<file path="src/rtl/pc_fetch_buf.sv">
// Fetch stage: PC generation, ROM enable and a DEPTH-entry prefetch FIFO.
// Optional FETCH_PERF_EN macro adds saturating fetch/flush event counters.
module pc_fetch_buf #(
    parameter int          DEPTH    = 4,
    parameter logic [31:0] RESET_PC = 32'h0000_0000
) (
    input  logic        clk,
    input  logic        rst_n,
    output logic        rom_ce_o,
    output logic [31:0] rom_addr_o,
    input  logic [31:0] rom_inst_i,
    output logic        id_valid_o,
    input  logic        id_ready_i,
    output logic [31:0] id_pc_o,
    output logic [31:0] id_inst_o,
    input  logic        branch_flag_i,
    input  logic [31:0] branch_target_i
`ifdef FETCH_PERF_EN
    ,
    output logic [31:0] perf_fetch_cnt_o,
    output logic [31:0] perf_flush_cnt_o
`endif
);

    localparam int AW = $clog2(DEPTH);
    localparam int CW = AW + 1;
    localparam logic [CW-1:0] FULL_CNT = CW'(DEPTH);

    typedef enum logic {
        IDLE = 1'b0,
        RUN  = 1'b1
    } state_t;

    state_t        state;
    logic [31:0]   pc;
    logic [AW-1:0] wr_ptr;
    logic [AW-1:0] rd_ptr;
    logic [CW-1:0] count;
    logic [31:0]   pc_mem   [DEPTH];
    logic [31:0]   inst_mem [DEPTH];

    logic full;
    logic pop;
    logic push;
    logic unused_tgt;

    // Target is word aligned; the two low bits are dropped on redirect.
    assign unused_tgt = ^branch_target_i[1:0];

    assign full       = (count == FULL_CNT);
    assign id_valid_o = (count != '0);
    assign pop        = id_valid_o & id_ready_i;
    assign push       = (state == RUN) & ~branch_flag_i & (~full | pop);

    assign rom_addr_o = pc;
    assign id_pc_o    = id_valid_o ? pc_mem[rd_ptr] : 32'h0;
    assign id_inst_o  = id_valid_o ? inst_mem[rd_ptr] : 32'h0;

    always_ff @(posedge clk or negedge rst_n) begin
        if (!rst_n) begin
            state    <= IDLE;
            rom_ce_o <= 1'b0;
        end else begin
            unique case (state)
                IDLE: begin
                    state    <= RUN;
                    rom_ce_o <= 1'b1;
                end
                RUN: begin
                    state    <= RUN;
                    rom_ce_o <= 1'b1;
                end
                default: begin
                    state    <= IDLE;
                    rom_ce_o <= 1'b0;
                end
            endcase
        end
    end

    always_ff @(posedge clk or negedge rst_n) begin
        if (!rst_n) begin
            pc <= RESET_PC;
        end else if (branch_flag_i) begin
            pc <= {branch_target_i[31:2], 2'b00};
        end else if (push) begin
            pc <= pc + 32'd4;
        end
    end

    always_ff @(posedge clk or negedge rst_n) begin
        if (!rst_n) begin
            wr_ptr <= '0;
            rd_ptr <= '0;
            count  <= '0;
        end else if (branch_flag_i) begin
            wr_ptr <= '0;
            rd_ptr <= '0;
            count  <= '0;
        end else begin
            if (push) begin
                wr_ptr <= wr_ptr + AW'(1);
            end
            if (pop) begin
                rd_ptr <= rd_ptr + AW'(1);
            end
            unique case ({push, pop})
                2'b10:   count <= count + CW'(1);
                2'b01:   count <= count - CW'(1);
                default: count <= count;
            endcase
        end
    end

    // Storage needs no reset: the head is masked whenever count is zero.
    always_ff @(posedge clk) begin
        if (push) begin
            pc_mem[wr_ptr]   <= pc;
            inst_mem[wr_ptr] <= rom_inst_i;
        end
    end

`ifdef FETCH_PERF_EN
    logic [CW-1:0] discard;
    logic [32:0]   flush_sum;

    // A pop completing on the redirect edge is delivered, not discarded.
    assign discard   = branch_flag_i ? (count - CW'(pop)) : '0;
    assign flush_sum = {1'b0, perf_flush_cnt_o} + 33'(discard);

    always_ff @(posedge clk or negedge rst_n) begin
        if (!rst_n) begin
            perf_fetch_cnt_o <= 32'h0;
            perf_flush_cnt_o <= 32'h0;
        end else begin
            if (push && (perf_fetch_cnt_o != 32'hFFFF_FFFF)) begin
                perf_fetch_cnt_o <= perf_fetch_cnt_o + 32'd1;
            end
            if (flush_sum[32]) begin
                perf_flush_cnt_o <= 32'hFFFF_FFFF;
            end else begin
                perf_flush_cnt_o <= flush_sum[31:0];
            end
        end
    end
`endif

endmodule
</file>
<file path="config.mk">
export PLATFORM = sky130hd
export DESIGN_NAME = pc_fetch_buf
export DESIGN_NICKNAME = d
export VERILOG_FILES = /design/src/rtl/pc_fetch_buf.sv
export SDC_FILE = /design/constraint.sdc
export NUM_CORES = 1
export LEC_CHECK = 0
export CAP_MARGIN = 10
export CORE_MARGIN = 3
export CORE_UTILIZATION = 45
export CTS_CLUSTER_DIAMETER = 200
export DETAILED_ROUTE_END_ITERATION = 10
export HOLD_SLACK_MARGIN = 0.15
export PLACE_DENSITY = 0.71
export SYNTH_ARGS = -nofsm -noshare
export SYNTH_HDL_FRONTEND = slang
export SYNTH_SLANG_ARGS = --single-unit
</file>
<file path="constraint.sdc">
create_clock -name clk -period 3.7 [get_ports clk]
set_clock_uncertainty 0.2 [all_clocks]
set_input_delay 0.37 -clock clk [delete_from_list [all_inputs] [get_ports clk]]
set_output_delay 0.37 -clock clk [all_outputs]
set_load 0.02 [all_outputs]
</file>
==> results of run 1 <==
-- stage by stage --
step | util | power, W | cells | hold slack (ns) | setup slack [ns]
global placement | 0.542 | 0.00550 | 1126 | 0.345 | 0.734
global route | 0.580 | 0.00862 | 1181 | 0.213 | 0.0787
detailed placement | 0.542 | 0.00551 | 1126 | 0.340 | 0.746
finish | 0.580 | 0.00829 | 1181 | 0.205 | 0.230
floorplan | - | 0.00476 | 657 | -0.126 | 0.616
CTS | 0.580 | 0.00840 | 1181 | 0.192 | 0.138
-- cells by family (layout without fill, tap and decap cells) --
kind of cell | count (synthesis) | count (layout) | synth area share
xor gates and xnor gates | 5 | 5 | 0.00376
adders and majority gates | 6 | 6 | 0.00709
DFF | 286 | 286 | 0.721
buffers and inverters | 45 | 239 | 0.0176
other | 2 | 5 | 0.000645
muxes | 65 | 65 | 0.122
AOI/OAI and AO/OA | 63 | 63 | 0.0391
and+or+nand+nor | 182 | 182 | 0.0884
-- synthesized netlist by cell type (2+ instances only) --
cell,count,share of area
a31o_2,4,0.0030
clkbuf_1,22,0.0071
nand4_1,9,0.0048
ha_1,5,0.0054
mux2i_1,3,0.0026
buf_2,8,0.0034
conb_1,2,0.00064
and3_1,12,0.0064
o311ai_0,9,0.0068
o211ai_1,12,0.0077
or3_1,5,0.0027
o21ai_0,14,0.0060
and4_1,5,0.0038
o31ai_1,2,0.0013
dfrtp_1,38,0.082
nor3_1,2,0.00086
a211oi_1,2,0.0013
nor2_1,19,0.0061
a22oi_1,2,0.0013
and2_1,65,0.035
a22o_1,3,0.0023
xor2_1,4,0.0030
edfxtp_1,248,0.64
buf_4,5,0.0032
inv_1,8,0.0026
mux4_2,62,0.12
a31oi_1,4,0.0021
a21oi_1,4,0.0017
nand3_1,17,0.0073
nand2_1,39,0.013
-- sequential cells by signal, indices dropped and copies added, names as in the netlist --
register    cells
inst_mem      128
pc_mem        120
rom_addr_o     30
count           3
rd_ptr          2
wr_ptr          2
state           1
-- timing repair --
action	in CTS	in global routing
hold endpoints to repair	38	0
resized for setup	0	0
hold buffers	1	0
-- power breakdown --
group / internal, W / switching [W] / total [W]
clock network: 0.00172 / 0.00115 / 0.00287
logic: 0.000805 / 0.000760 / 0.00157
registers: 0.00368 / 0.000169 / 0.00385
total: 0.00621 / 0.00208 / 0.00829
-- how the worst max path moves through the flow --
stage | endpoint
after floorplan | inst_mem[0][0]
after global placement | id_pc_o[31]
after detailed placement | id_pc_o[31]
after CTS | id_pc_o[31]
after global routing | id_pc_o[28]
final | id_pc_o[31]
-- routing by layer --
layer	vias to the layer above	wire, µm
met1	3363	10700
met5	-	0
met4	0	376
li1	2949	-
met2	231	11900
met3	31	1640
-- area by class of cell --
type / count / area (µm²) / share of cell area
timing repair buffer: 176 / 1820 / 0.124
multi-input combinational: 326 / 3080 / 0.209
tap: 330 / 413 / 0.0281
clock buffer: 38 / 802 / 0.0546
sequential: 286 / 8410 / 0.572
clock inverter: 16 / 146 / 0.00996
inverter: 9 / 33.8 / 0.00230
-- worst max-delay path: stages (launching register included) --
cell             delay (ns)
dfrtp_1                0.48
or3_2                  0.95
and2_1                 0.36
clkdlybuf4s50_1        0.55
==> impl_metrics.env, run 1 <==
export IMPL_final_cell_mix="edfxtp_1 (248), clkdlybuf4s50_1 (158), and2_1 (65)"
export IMPL_yosysSeqAreaShare=0.721
export IMPL_hpwl_um=15400
export IMPL_die_w_um=167
export IMPL_p_leak_nw=4.88
export IMPL_vias=6574
export IMPL_cts_tree="done"
export IMPL_final_common_cell="edfxtp_1"
export IMPL_clock_fmax_mhz=288
export IMPL_fillers=1901
export IMPL_drv_slew=0
export IMPL_cts_root_buf="clkbuf_16"
export IMPL_rsz0062_at_grt="no"
export IMPL_r2r_slack_ns=1.15
export IMPL_max_slew_margin_rel=0.321
export IMPL_dr_pass1_iters=5
export IMPL_r2r_start="count[1]"
export IMPL_worst_ep_arrival_time_ns=2.90
export IMPL_ant_nets=0
export IMPL_synth_cells=654
export IMPL_cts_buffer_depth=3
export IMPL_grt_use_met2=0.283
export IMPL_r2r_end="count[2]"
export IMPL_drcViolationCount=0
export IMPL_synth_edff_count=248
export IMPL_post_synth_num_cell_types=50
export IMPL_fin_area_um2=14700
export IMPL_powerDensity_nw_per_um2=564
export IMPL_timing_critical_path_from="count[1]"
export IMPL_async_flop_share=0.133
export IMPL_finalHoldViolCount=0
export IMPL_grt_first_pass_wirelength_um=38600
export IMPL_ir_worst_vdd_mv=0.313
export IMPL_grt_usage=0.175
export IMPL_worstSetupPathType="reg -> out"
export IMPL_use_met1=0.253
export IMPL_grt_max_degree=65
export IMPL_routabilityCongestion=0.791
export IMPL_die_h_um=167
export IMPL_hold_path_class="in -> reg"
export IMPL_tns_ns=0
export IMPL_drive_above_1_share=0.156
export IMPL_hold_path_depth=3
export IMPL_drtIter0Drc=620
export IMPL_min_period_ns=3.47
export IMPL_io_pins=166
export IMPL_r2r_worst_path_cells=7
export IMPL_outcome="finished, final reports clean"
export IMPL_finish_net_count=903
export IMPL_synthesis_area_um2=11600
export IMPL_placed_area_um2=13700
export IMPL_drt_wl_total_um=24700
export IMPL_crit_fanout=64
export IMPL_max_cap_violations=0
export IMPL_wire_per_inst_um=20.9
export IMPL_num_rows=58
export IMPL_setup_violations=0
export IMPL_postCtsSetupRepairBufs=0
export IMPL_areaGrowthSynthToFinish_pct=26.2
export IMPL_min_period_over_period=0.938
export IMPL_busiest_layer="met2"
export IMPL_required_ns=3.13
export IMPL_grt_antenna_before_repair=0
export IMPL_min_to="rom_addr_o[29]"
export IMPL_use_met3=0.0342
export IMPL_cts_sinks=286
export IMPL_insertion_delay_ns=0.54
export IMPL_viasPerCell=5.57
export IMPL_grt_pass1_vias=6612
export IMPL_diodes=0
export IMPL_clk_pin_slew_ns=0.06
export IMPL_coreArea_um2=25300
export IMPL_die_area_um2=27900
export IMPL_yosysWarningCount=0
export IMPL_numPortBuffers=159
export IMPL_synth_avg_cell_area_um2=17.8
export IMPL_grt_ovfl_total=0
export IMPL_htreeDepth=1
export IMPL_worst_pin_slew_ns=1.02
export IMPL_critPathLaunchType="flop"
export IMPL_synth_ff_latch_count=286
export IMPL_cts_buffers=30
export IMPL_initial_core_util=0.460
export IMPL_worstSetupEndpointType="output port"
export IMPL_synth_ff_type="edfxtp_1"
export IMPL_worstHoldStart="branch_target_i[29]"
Power figures use the tool's default switching activity.
==> run 2, diff against run 1 <==
CTS_CLUSTER_DIAMETER = 40   (was 200)
MAX_ROUTING_LAYER = met4   (was unset)
==> impl_metrics.env, run 2 (synthesized netlist as in run 1, its figures left out) <==
export IMPL_largest_reg_flops=128
export IMPL_cts_buffer_depth=3
export IMPL_worstSetupEndpointType="output port"
export IMPL_powerDensity_nw_per_um2=595
export IMPL_drtIter0Drc=622
export IMPL_htreeDepth=2
export IMPL_viasPerCell=5.57
export IMPL_clk_pin_slew_ns=0.06
export IMPL_die_w_um=167
export IMPL_worstSetupPathType="reg -> out"
export IMPL_cts_tree="done"
export IMPL_path_cells="or3_2, and2_1, clkdlybuf4s50_1"
export IMPL_critPathMaxStageDelay_ns=0.96
export IMPL_max_slew_margin_rel=0.308
export IMPL_drt_wl_total_um=24900
export IMPL_initial_core_util=0.460
export IMPL_final_common_cell="edfxtp_1"
export IMPL_drcViolationCount=0
export IMPL_hold_path_class="in -> reg"
export IMPL_finalNonFillerCells=1192
export IMPL_r2r_slack_ns=1.11
export IMPL_vias=6641
export IMPL_ant_nets=0
export IMPL_die_h_um=167
export IMPL_insertion_delay_ns=0.50
export IMPL_routabilityCongestion=0.802
export IMPL_grt_antenna_before_repair=0
export IMPL_wire_per_inst_um=20.9
export IMPL_cts_resized=0
export IMPL_cts_root_buf="clkbuf_16"
export IMPL_slowest_stage="or3_2"
export IMPL_worst_path_buf_inv=1
export IMPL_max_cap_violations=0
export IMPL_cts_sinks=286
export IMPL_setup_violations=0
export IMPL_grt_max_degree=65
export IMPL_largest_register="inst_mem"
export IMPL_drive_above_1_share=0.176
export IMPL_ir_worst_vdd_mv=0.339
export IMPL_worst_ep_arrival_time_ns=2.87
export IMPL_hold_ws_ns=0.252
export IMPL_critPathLaunchType="flop"
export IMPL_finish_net_count=910
export IMPL_crit_fanout=64
export IMPL_tns_ns=0
export IMPL_coreArea_um2=25300
export IMPL_areaGrowthSynthToFinish_pct=28.4
export IMPL_cp_top_family="simple AND/OR/NAND/NOR gates"
export IMPL_required_ns=3.13
export IMPL_outcome="finished, final reports clean"
export IMPL_hpwl_um=15400
export IMPL_cts_buffers=37
export IMPL_grt_usage=0.183
export IMPL_num_rows=58
export IMPL_power_w=0.00890
export IMPL_finalHoldViolCount=0
export IMPL_dp_cells=1126
export IMPL_grt_first_pass_wirelength_um=38900
export IMPL_worst_pin_slew_ns=1.04
export IMPL_dr_pass1_iters=5
export IMPL_io_pins=166
export IMPL_drv_slew=0
export IMPL_grt_pass1_vias=6713
export IMPL_p_leak_nw=5.01
export IMPL_min_period_ns=3.44
export IMPL_diodes=0
export IMPL_die_area_um2=27900
export IMPL_numPortBuffers=159
export IMPL_final_cell_mix="edfxtp_1 (248), clkdlybuf4s50_1 (158), and2_1 (65)"
export IMPL_min_period_over_period=0.928
export IMPL_clock_fmax_mhz=291
export IMPL_grt_ovfl_total=0
export IMPL_fillers=1892
export IMPL_rsz0062_at_grt="no"
## run 2: cell types whose count changed in the layout (fill, tap and decap cells not counted), sizes merged
cell,change
clkinvlp,+1
clkinv,-2
clkbuf,+6
inv,+6
## run 2: area by class of cell
type	instances	area [µm²]	share of cell area
Sequential cell	286	8410	0.562
Clock buffer	44	1000	0.0672
Timing Repair Buffer	176	1820	0.121
Tap cell	330	413	0.0276
Multi-Input combinational cell	326	3080	0.206
Inverter	9	33.8	0.00226
Clock inverter	21	210	0.0140
## run 2: tightest hold or removal path, delay by kind of cell
kind          cells  cell delay, ns
simple gates      2            0.13
buf+inv           1            0.40
## run 2: power breakdown
| group | internal [W] | switching, W |
|---|---|---|
| logic | 0.000805 | 0.000761 |
| registers | 0.00369 | 0.000170 |
| clock network | 0.00216 | 0.00131 |
| total | 0.00665 | 0.00224 |
## run 2: what timing repair did
item	4_1_cts	5_1_grt
hold buffers	1	0
buffers inserted	0	0
endpoints found under the hold margin	38	0
## run 2: worst paths after layout
check | start | endpoint | cells past startpoint
setup / recovery | count[1] | id_pc_o[31] | 3
hold / removal | branch_target_i[29] | rom_addr_o[29] | 3
setup reg to reg | count[1] | count[2] | 7
hold reg to reg | wr_ptr[0] | wr_ptr[0] | 1
max in group asynchronous | rst_n | rd_ptr[0] | 2
min in group asynchronous | rst_n | rom_addr_o[27] | 2
## run 2: per-stage QoR
| step | cell area (µm²) | utilization | setup WS (ns) |
|---|---|---|---|
| after global routing | 15000 | 0.591 | 0.122 |
| after detailed placement | 13700 | 0.542 | 0.746 |
| final | 15000 | 0.591 | 0.265 |
| after global placement | 13700 | 0.542 | 0.734 |
| after floorplan | 11700 | - | 0.616 |
| after CTS | 15000 | 0.591 | 0.213 |
## run 2: per-layer routing
layer  wire length (µm)  up-vias  track usage
met4                389        0       0.0430
met1              10800     3397        0.252
met3               1610       37       0.0377
met2              12100      243        0.286
li1                   -     2964            -
met5                  0        -            -
==> run 3, diff against run 2 <==
==> constraint.sdc (replaced) <==
create_clock -name clk -period 3.7 [get_ports clk]
set_clock_uncertainty 0.2 [all_clocks]
set_input_delay 0.37 -clock clk [delete_from_list [all_inputs] [get_ports clk]]
set_output_delay 0.37 -clock clk [all_outputs]
set_load 0.05 [all_outputs]
==> impl_metrics.env, run 3 (synthesized netlist as in run 1, its figures left out) <==
export IMPL_worst_path_buf_inv=2
export IMPL_ant_nets=0
export IMPL_worstSetupPathType="reg -> out"
export IMPL_fin_area_um2=15000
export IMPL_powerDensity_nw_per_um2=624
export IMPL_die_h_um=167
export IMPL_die_w_um=167
export IMPL_max_cap_violations=0
export IMPL_max_slew_margin_rel=0.404
export IMPL_cp_num_cells=4
export IMPL_highest_layer="met4"
export IMPL_areaGrowthSynthToFinish_pct=29.0
export IMPL_hold_path_class="in -> reg"
export IMPL_io_pins=166
export IMPL_outcome="finished, final reports clean"
export IMPL_rsz0062_at_grt="no"
export IMPL_dp_cells=1131
export IMPL_placed_area_um2=13800
export IMPL_largest_reg_flops=128
export IMPL_met1_length_um=11200
export IMPL_grt_usage=0.190
export IMPL_initial_core_util=0.460
export IMPL_crit_fanout=48
export IMPL_min_period_ns=3.57
export IMPL_postCtsSetupRepairBufs=0
export IMPL_cts_root_buf="clkbuf_16"
export IMPL_setup_violations=0
export IMPL_drv_slew=0
export IMPL_worst_pin_slew_ns=0.894
export IMPL_worstSetupEndpointType="output port"
export IMPL_hpwl_um=16200
export IMPL_dr_wl_met2_um=12400
export IMPL_critPathLaunchType="flop"
export IMPL_die_area_um2=27900
export IMPL_cts_buffer_depth=3
export IMPL_clock_fmax_mhz=281
export IMPL_final_common_cell="edfxtp_1"
export IMPL_required_ns=3.13
export IMPL_p_leak_nw=5.12
export IMPL_wire_per_inst_um=21.4
export IMPL_drcViolationCount=0
export IMPL_fillers=1894
export IMPL_path_cells="or3_2, buf_4, and2_1, clkdlybuf4s50_1"
export IMPL_dr_wl_met3_um=1600
export IMPL_slowest_stage="or3_2"
export IMPL_cts_buffers=37
export IMPL_hold_path_depth=3
export IMPL_drive_above_1_share=0.183
export IMPL_dr_pass1_iters=5
export IMPL_drtIter0Drc=533
export IMPL_cts_sinks=286
export IMPL_critPathMaxStageDelay_ns=0.70
export IMPL_cts_tree="done"
export IMPL_htreeDepth=2
export IMPL_coreArea_um2=25300
export IMPL_viasPerCell=5.55
export IMPL_power_w=0.00937
export IMPL_min_period_over_period=0.964
export IMPL_regArea_um2=8410
export IMPL_routabilityCongestion=0.841
export IMPL_ir_worst_vdd_mv=0.368
export IMPL_grt_max_degree=49
export IMPL_vias=6647
export IMPL_finalNonFillerCells=1198
export IMPL_largest_register="inst_mem"
export IMPL_worst_ep_arrival_time_ns=3.00
export IMPL_clk_pin_slew_ns=0.05
export IMPL_drt_wl_total_um=25600
export IMPL_insertion_delay_ns=0.51
export IMPL_finalHoldViolCount=0
export IMPL_diodes=0
export IMPL_num_rows=58
export IMPL_grt_pass1_vias=6842
export IMPL_finish_net_count=915
export IMPL_grt_first_pass_wirelength_um=40000
export IMPL_grt_antenna_before_repair=0
export IMPL_r2r_worst_path_cells=7
export IMPL_tns_ns=0
export IMPL_grt_ovfl_total=0
export IMPL_multi_input_area_um2=3080
export IMPL_cp_top_family="buffers and inverters"
export IMPL_final_cell_mix="edfxtp_1 (248), clkdlybuf4s50_1 (153), and2_1 (65)"
export IMPL_numPortBuffers=159
run 3: cell types whose count changed in the layout (fill, tap and decap cells not counted):
cell and delta:
buf_12 +1, buf_4 +4, clkbuf_1 -1, clkbuf_16 -2, clkdlybuf4s50_1 -5, clkinv_4 +1, clkinv_8 +2, dlymetal6s2s_1 +5
inv_8 +1
run 3: path summary, 6_finish.rpt:
path	start	end	slack [ns]
max	count[1]	id_pc_o[28]	0.13
min	branch_target_i[29]	rom_addr_o[29]	0.25
max reg2reg	count[1]	count[2]	1.14
min reg2reg	wr_ptr[0]	wr_ptr[0]	0.37
max in group asynchronous	rst_n	rd_ptr[0]	2.31
min in group asynchronous	rst_n	rom_addr_o[29]	0.32
run 3: final cells by class:
class                      count  share of cell area
inverter                       9             0.00225
timing repair buffer         181               0.125
clock buffer                  41              0.0633
clock inverter                25              0.0175
sequential                   286               0.560
tap                          330              0.0275
multi-input combinational    326               0.205
run 3: worst register-to-register path, delay by kind of cell, from the launching register on:
kind / cells / cell delay (ns)
fa+ha+maj: 1 / 0.42
xor+xnor: 1 / 0.18
compound gates: 2 / 0.79
simple gates: 3 / 0.43
flops: 1 / 0.47
run 3: metal layers:
layer | vias to the layer above | GRT usage
met2 | 256 | 0.299
li1 | 2985 | -
met5 | - | -
met4 | 0 | 0.0445
met3 | 39 | 0.0382
met1 | 3367 | 0.261
run 3: timing repair:
item                                    in CTS  in global routing
endpoints found under the hold margin       38                  0
endpoints found under the setup margin       0                  5
resized for setup                            0                  5
hold buffers                                 1                  0
run 3: stage by stage:
step	hold WS, ns	setup WS [ns]	util
2_1_floorplan	-0.126	0.388	-
3_3_place_gp	0.333	0.616	0.544
3_5_place_dp	0.331	0.627	0.544
4_1_cts	0.239	0.0644	0.593
5_1_grt	0.261	0.00215	0.593
6_report	0.252	0.135	0.593
run 3: power by group:
group,switching [W],internal [W],leakage (nW)
logic,0.00126,0.000806,1.80
clock network,0.00135,0.00210,0.591
registers,0.000168,0.00369,2.72
==> patch (flow settings as in run 2) <==
The option `FETCH_PERF_EN` is turned on by a define.
--- a/src/rtl/pc_fetch_buf.sv
+++ b/src/rtl/pc_fetch_buf.sv
@@ -1,4 +1,6 @@
 // Fetch stage: PC generation, ROM enable and a DEPTH-entry prefetch FIFO.
 // Optional FETCH_PERF_EN macro adds saturating fetch/flush event counters.
+`define FETCH_PERF_EN
+
 module pc_fetch_buf #(
     parameter int          DEPTH    = 4,
Behaviour (old outputs only; new: perf_fetch_cnt_o and perf_flush_cnt_o): unchanged (Yosys induction, for registers that start in step).
==> patch against run 2 <==
Setup slack improved by 0.0059 ns. Power increased by 26%. Die area rose by 27%. Critical endpoint is now perf_flush_cnt_o[9]$_DFF_PN0_. Critical path depth is 10 higher. Sequential share of layout area fell by 4.6 points. Wire length grew 38%. Global-route usage increased by 1.7 points. Synthesized area is 28% higher. Sequential cell count is 64 higher. Design area grew 30%. Largest power group unchanged.
==> patch: results <==
metrics = {
    "worst_setup_path": {
        "max_stage_delay_ns": 0.47,
        "r2r_end": "perf_flush_cnt_o[9]$_DFF_PN0_",
        "arrival_ns": 3.68,
        "end_kind": "flop",
        "critPathSlowestCell": "dfrtp_1",
        "cp_max_fo": 11,
    },
    "route": {
        "wl_met1_microns": 14400,
        "vias": 9413,
        "wire_per_inst_microns": 20.2,
        "drt-initial-drc-count": 540,
        "dr.pass1.iters": 4,
        "wl_met3_microns": 3110,
    },
    "cts": {
        "post-cts-setup-buffers": 0,
        "numCtsBuffers": 45,
        "clock_latency_ns": 0.53,
    },
    "global_routing": {
        "grt_max_degree": 76,
        "grt_pass1_vias": 9483,
        "grt_pass1_wl_microns": 54400,
    },
    "worst_hold_path": {
        "worstHoldStart": "branch_target_i[15]",
        "hold_path_end": "rom_addr_o[15]$_DFFE_PN0N_",
    },
    "sta": {
        "worstMarginPinSlew_ns": 0.972,
        "finalWorstSetupSlack_ns": 0.271,
    },
    "logic_synthesis": {
        "synth_commonest_cells": "edfxtp_1, dfrtp_1, nand2_1",
        "ys_seq_area_share_pct": 67.0,
        "yosysUniqueCellTypes": 67,
        "synthArstFlopShare_pct": 29.1,
        "yosys-top-cells-area": "edfxtp_1, dfrtp_1, mux4_2",
    },
    "place": {
        "place_ws_ns": 0.164,
        "io_buffers": 223,
    },
    "power_and_ir_drop": {
        "p_leak_nw": 6.94,
        "ir_drop_v": 0.000512,
    },
    "final_layout": {
        "fill_cells": 2543,
        "drive_gt1_share_pct": 15.5,
        "nNetsFinal": 1308,
    },
    "outcome": {
        "outcome": "finished clean",
    },
}
patch: logic make-up (layout without fill, tap and decap cells):
family,count (synthesis),in the layout,synth area share (%)
fa+ha+maj,13,13,1.19
xor+xnor,44,44,2.58
buf+inv,60,346,1.82
mux,69,69,9.87
flops,350,350,67.0
compound gates,105,105,4.83
other cells,2,9,0.0503
simple gates,330,330,12.7
patch: what timing repair did:
item	in CTS	in global routing
setup endpoints to repair	0	0
hold buffers	1	0
endpoints found under the hold margin	73	0
patch: worst min-delay path: cells and delay by family:
family                 cells  cell delay [ns]
AO/OA/AOI/OAI              1             0.07
buffers and inverters      1             0.40
AND/OR/NAND/NOR            1             0.07
patch: final cells by class:
cell class | instances | area share (%)
Sequential cell | 350 | 51.6
Antenna cell | 4 | 0.0516
Clock buffer | 51 | 6.08
Timing Repair Buffer | 252 | 13.1
Tap cell | 442 | 2.85
Clock inverter | 31 | 1.90
Multi-Input combinational cell | 566 | 24.2
Inverter | 12 | 0.232
patch: report_power, final:
group / switching (W) / leakage, nW / internal (W)
sequential: 0.000260 / 3.59 / 0.00446
clock: 0.00165 / 0.747 / 0.00274
combinational: 0.00103 / 2.60 / 0.00104
patch: metrics by stage:
stage | total power, W | hold WS, ns | instance area [sq um] | cells
2_1_floorplan | 0.00589 | -0.126 | 14900 | 976
3_3_place_gp | 0.00686 | 0.281 | 17800 | 1621
3_5_place_dp | 0.00690 | 0.288 | 17800 | 1621
4_1_cts | 0.0113 | 0.214 | 19400 | 1704
5_1_grt | 0.0117 | 0.235 | 19400 | 1707
6_report | 0.0112 | 0.233 | 19400 | 1708
patch: routing by layer:
metal | GRT usage (%) | vias to the layer above
li1 | - | 4287
met1 | 26.0 | 4788
met2 | 31.4 | 295
met3 | 6.36 | 43
met4 | 4.21 | 0
met5 | - | -
